==> config.mk <==
export PLATFORM = sky130hd
export DESIGN_NAME = pos_derivative_lookup_ctrl
export DESIGN_NICKNAME = d
export VERILOG_FILES = /design/src/rtl/pos_derivative_lookup_ctrl.sv
export SDC_FILE = /design/constraint.sdc
export NUM_CORES = 1
export LEC_CHECK = 0
export CORE_MARGIN = 2
export CORE_UTILIZATION = 53
export DETAILED_ROUTE_END_ITERATION = 12
export GPL_TIMING_DRIVEN = 0
export PLACE_DENSITY_LB_ADDON = 0.3
export SLEW_MARGIN = 20
export SYNTH_ARGS = -nofsm -noshare
export SYNTH_HDL_FRONTEND = slang
export SYNTH_SLANG_ARGS = --single-unit
==> constraint.sdc <==
create_clock -name clk -period 2.8 [get_ports clk]
set_input_delay 0.56 -clock clk [delete_from_list [all_inputs] [get_ports clk]]
set_output_delay 0.56 -clock clk [all_outputs]
set_load 0.01 [all_outputs]
==> src/rtl/pos_derivative_lookup_ctrl.sv <==
// Positive-derivative table lookup engine: quantises membrane potentials to ROM addresses,
// realigns the 1-cycle ROM read with its neuron index and buffers results for the STDP path.
module pos_derivative_lookup_ctrl #(
    parameter int POT_WIDTH  = 16,
    parameter int IDX_WIDTH  = 8,
    parameter int SHIFT      = 4,
    parameter int OFFSET     = 128,
    parameter int DATA_WIDTH = 9,
    parameter int ADDR_WIDTH = 8,
    parameter int FIFO_DEPTH = 4,
    parameter int CNT_WIDTH  = 16
) (
    input  logic                        clk,
    input  logic                        rst,
    input  logic                        s_valid,
    output logic                        s_ready,
    input  logic signed [POT_WIDTH-1:0] s_potential,
    input  logic        [IDX_WIDTH-1:0] s_idx,
    output logic       [ADDR_WIDTH-1:0] rom_addr,
    input  logic       [DATA_WIDTH-1:0] rom_dout,
    output logic                        m_valid,
    input  logic                        m_ready,
    output logic       [DATA_WIDTH-1:0] m_deriv,
    output logic        [IDX_WIDTH-1:0] m_idx,
    input  logic                        clr_cnt,
    output logic        [CNT_WIDTH-1:0] nz_count,
    output logic                        busy
);

    localparam int PW = (FIFO_DEPTH > 1) ? $clog2(FIFO_DEPTH) : 1;
    localparam int CW = $clog2(FIFO_DEPTH) + 1;
    localparam int TW = POT_WIDTH + 2;
    localparam logic signed [TW-1:0] OFF_S      = TW'(OFFSET);
    localparam logic signed [TW-1:0] ADDR_MAX_S = TW'((1 << ADDR_WIDTH) - 1);

    // Shift, recentre and clamp a potential onto the table address range.
    function automatic logic [ADDR_WIDTH-1:0] map_addr(input logic signed [POT_WIDTH-1:0] pot);
        logic signed [POT_WIDTH-1:0] sh;
        logic signed [TW-1:0]        t;
        sh = pot >>> SHIFT;
        t  = sh + OFF_S;
        if (t[TW-1])
            return '0;
        else if (t > ADDR_MAX_S)
            return '1;
        else
            return t[ADDR_WIDTH-1:0];
    endfunction

    logic [ADDR_WIDTH-1:0] rom_addr_q;
    logic                  vld_p0_q, vld_p1_q;
    logic [IDX_WIDTH-1:0]  idx_p0_q, idx_p1_q;

    logic [DATA_WIDTH-1:0] deriv_mem_q [FIFO_DEPTH];
    logic [IDX_WIDTH-1:0]  idx_mem_q   [FIFO_DEPTH];
    logic [PW-1:0]         wr_ptr_q, rd_ptr_q;
    logic [CW-1:0]         cnt_q, cnt_d, occ;
    logic [CNT_WIDTH-1:0]  nz_q, nz_d;

    logic in_xfer, push, pop;

    // Credits count everything already committed downstream of the input, so the ROM
    // return path can always be absorbed without stalling.
    assign occ     = cnt_q + CW'(vld_p0_q) + CW'(vld_p1_q);
    assign s_ready = occ < CW'(FIFO_DEPTH);
    assign in_xfer = s_valid & s_ready;
    assign push    = vld_p1_q;
    assign m_valid = cnt_q != '0;
    assign pop     = m_valid & m_ready;

    assign rom_addr = rom_addr_q;
    assign m_deriv  = m_valid ? deriv_mem_q[rd_ptr_q] : '0;
    assign m_idx    = m_valid ? idx_mem_q[rd_ptr_q]   : '0;
    assign nz_count = nz_q;
    assign busy     = vld_p0_q | vld_p1_q | m_valid;

    always_comb begin
        cnt_d = cnt_q;
        case ({push, pop})
            2'b10:   cnt_d = cnt_q + 1'b1;
            2'b01:   cnt_d = cnt_q - 1'b1;
            default: cnt_d = cnt_q;
        endcase
    end

    always_comb begin
        nz_d = nz_q;
        if (clr_cnt)
            nz_d = '0;
        else if (pop && (m_deriv != '0) && !(&nz_q))
            nz_d = nz_q + 1'b1;
    end

    always_ff @(posedge clk or posedge rst) begin
        if (rst) begin
            rom_addr_q <= '0;
            vld_p0_q   <= 1'b0;
            vld_p1_q   <= 1'b0;
            wr_ptr_q   <= '0;
            rd_ptr_q   <= '0;
            cnt_q      <= '0;
            nz_q       <= '0;
        end else begin
            // Stage p0: address register feeding the ROM
            vld_p0_q <= in_xfer;
            if (in_xfer)
                rom_addr_q <= map_addr(s_potential);
            // Stage p1: ROM output valid, realigned with its index
            vld_p1_q <= vld_p0_q;
            // Output buffer
            if (push)
                wr_ptr_q <= wr_ptr_q + 1'b1;
            if (pop)
                rd_ptr_q <= rd_ptr_q + 1'b1;
            cnt_q <= cnt_d;
            nz_q  <= nz_d;
        end
    end

    always_ff @(posedge clk) begin
        if (in_xfer)
            idx_p0_q <= s_idx;
        idx_p1_q <= idx_p0_q;
        if (push) begin
            deriv_mem_q[wr_ptr_q] <= rom_dout;
            idx_mem_q[wr_ptr_q]   <= idx_p1_q;
        end
    end

endmodule
==> results.tsv <==
metric	value	unit
crit_fanout	5	
place_congestion	0.850	
synth_commonest_cells	edfxtp_1 (76), dfrtp_1 (33), and2_1 (21), inv_1 (19), mux4_2 (17)	
avgRoutedWirePerCell	18.1	um
yosys.area.top_type	edfxtp_1	
start_kind	register	
pre_cts_ws	-285	ps
synthCells	324	
synthMostInstantiatedCell	edfxtp_1	
fin_skew	10.4	ps
cts_tree	yes	
hold_depth	0	
worst_pin_slew	927	ps
dp_cells	512	
finalSetupTns	0	ps
hold_viol	0	
report.final.slew_viol_count	0	
crit_path_cell_trace	clkbuf_16 -> buf_12 -> mux4_2 -> and2_1 -> dlygate4sd2_1	
fin_crit	2750	ps
timing.hold.ws	341	ps
cellLeakagePower	2.51	nW
num_vias	3077	
crit_slowest_cell	mux4_2	
min-delay-path-class	register to register	
post-route-period-util	98.3	%
clock_latency	510	ps
ant_nets	0	
syn_nets	372	
coreArea	9110	sq um
die-area	10100	sq um
final_layout_size_suffix_gt1_share	19.1	%
vias_per_cell	5.54	
dr.pass1.iters	4	
path_clk_slew	60	ps
peakVddDrop	0.000597	V
ios	82	
rows	35	
yosys.cell_types.count	39	
syn_avg_cell_area	15.2	sq um
critPathRequiredTime	2240	ps
crit_type	register to primary output	
die_w	100	um
portBuffers	77	
clock-root-buffer	clkbuf_8	
critPathMaxStageDelay	490	ps
start_util	54.0	%
end_kind	primary output	
grt.total_usage	20.8	%
slew_headroom	38.2	%
hpwl	6.10	mm
drc	0	
drt-initial-drc-count	192	
synth_top_area_share	46.4	%
setup_slack	47.0	ps
cap_violations	0	
worstPathArrival	2190	ps
syn_area	4920	sq um
synth_sequential_area_ratio	66.4	%
ys_ff_latch	117	
antenna_found_initial	0	
final_nets	479	
htreeDepth	4	
die_y	100	um
worst-r2r-cell-count	7	
async_flop_share	28.2	%
synth_edf_count	76	
syn2layout_area_growth	33.6	%
clock_path_buffers	2	
grt_first_pass_wirelength	15.7	mm
ys_warn_count	0	
diodes	0	
status	complete, no violations	
max_freq	363	MHz
instances_no_fill	555	
pwr_density_cell	1030	nW/um^2
ys_top_cells_by_area	edfxtp_1 (46%), dfrtp_1 (17%), mux4_2 (7.8%), dfxtp_1 (3.3%), and2_1 (2.7%)	
yosys_most_used_dff	edfxtp_1	
clkSinkCount	117	
grt_pass1_vias	3142	
grt_max_degree	34	
final-setup-viol-count	0	
wirelength	10.0	mm
cts_buffers	17	
grt_overflow	0	
==> final cells by class <==
type                       count  area (sq um)
buffer                        11           103
inverter                      20          75.1
timing repair buffer          90           900
multi-input combinational    174          1510
tap                          111           139
sequential                   117          3270
fill                         626          2540
clock buffer                  18           418
clock inverter                14           154
==> timing repair <==
action,in CTS,in global routing
buffers inserted,10,1
pin swaps,3,0
cloned,0,2
endpoints found under the setup margin,36,8
gates resized for setup,29,7
hold buffers,0,0
==> routing by layer <==
layer	up-vias	GRT usage (%)	share of wire, %	wire length [um]
li1	1444	-	-	-
met1	1531	26.1	42	4200
met2	91	35.1	53	5290
met3	11	5.08	4.3	427
met4	0	8.22	1.3	129
met5	-	0	0	0
==> metrics by stage <==
step	util [%]	power (W)	area (sq um)
finish	72.2	0.00677	6570
global route	72.2	0.00710	6570
CTS	71.4	0.00673	6500
detailed placement	64.0	0.00455	5830
global placement	64.0	0.00448	5830
floorplan	-	0.00364	4920
==> report_power, final <==
part | internal [W] | total (W) | switching, W
Clock | 0.00127 | 0.00206 | 0.000791
Combinational | 0.00119 | 0.00222 | 0.00102
Sequential | 0.00229 | 0.00249 | 0.000199
Total | 0.00476 | 0.00677 | 0.00201
==> cell usage in the layout, fill, tap and decap left out, types with 4 or more instances in the layout <==
master	instances
edfxtp_1	76
clkdlybuf4s50_1	62
dfrtp_1	29
and2_1	20
inv_1	18
clkbuf_16	18
mux4_2	17
a21oi_1	13
nand2_1	13
o21ai_0	11
dlygate4sd2_1	11
buf_4	11
or3_1	9
mux2i_1	9
ha_1	9
o31ai_1	8
or4_1	8
dfxtp_1	8
nor2_1	7
nand4_1	6
clkinvlp_4	6
nand3_1	5
clkbuf_1	5
xnor2_1	4
xor2_1	4
o21ai_1	4
dfrtp_2	4
dlymetal6s2s_1	4
==> worst max-delay path, delay by kind of cell (launching register included) <==
family | cells | cell delay (ps)
buffers and inverters | 3 | 590
muxes | 1 | 490
DFF | 1 | 420
and+or+nand+nor | 1 | 190
==> logic make-up (layout without fill, tap and decap cells) <==
group	Yosys count	count (layout)	share of synthesized area, %
AO/OA/AOI/OAI	42	42	5.34
XOR/XNOR	8	8	1.42
adder cells (fa/ha/maj)	10	10	2.70
buffers and inverters	33	153	2.98
flip-flops	117	117	66.4
multiplexers	29	29	10.5
AND/OR/NAND/NOR	85	85	10.6
==> path summary, 6_finish.rpt <==
| check | slack (ps) | startpoint | end |
|---|---|---|---|
| setup / recovery | 50 | rd_ptr_q[0] | m_idx[2] |
| hold / removal | 340 | idx_p0_q[2] | idx_p1_q[2] |
| setup reg to reg | 60 | rd_ptr_q[0] | nz_count[0] |
| hold reg to reg | 340 | idx_p0_q[2] | idx_p1_q[2] |
| max in group asynchronous | 1820 | rst | rd_ptr_q[0] |
| min in group asynchronous | 490 | rst | nz_count[7] |
==> state kept, by name (all words and copies together), names as in the netlist, 2 cells and up <==
register / flops
deriv_mem_q: 36
idx_mem_q: 32
nz_count: 16
idx_p0_q: 8
idx_p1_q: 8
rom_addr: 8
cnt_q: 3
rd_ptr_q: 2
wr_ptr_q: 2
(Power assumes the default switching activity.)
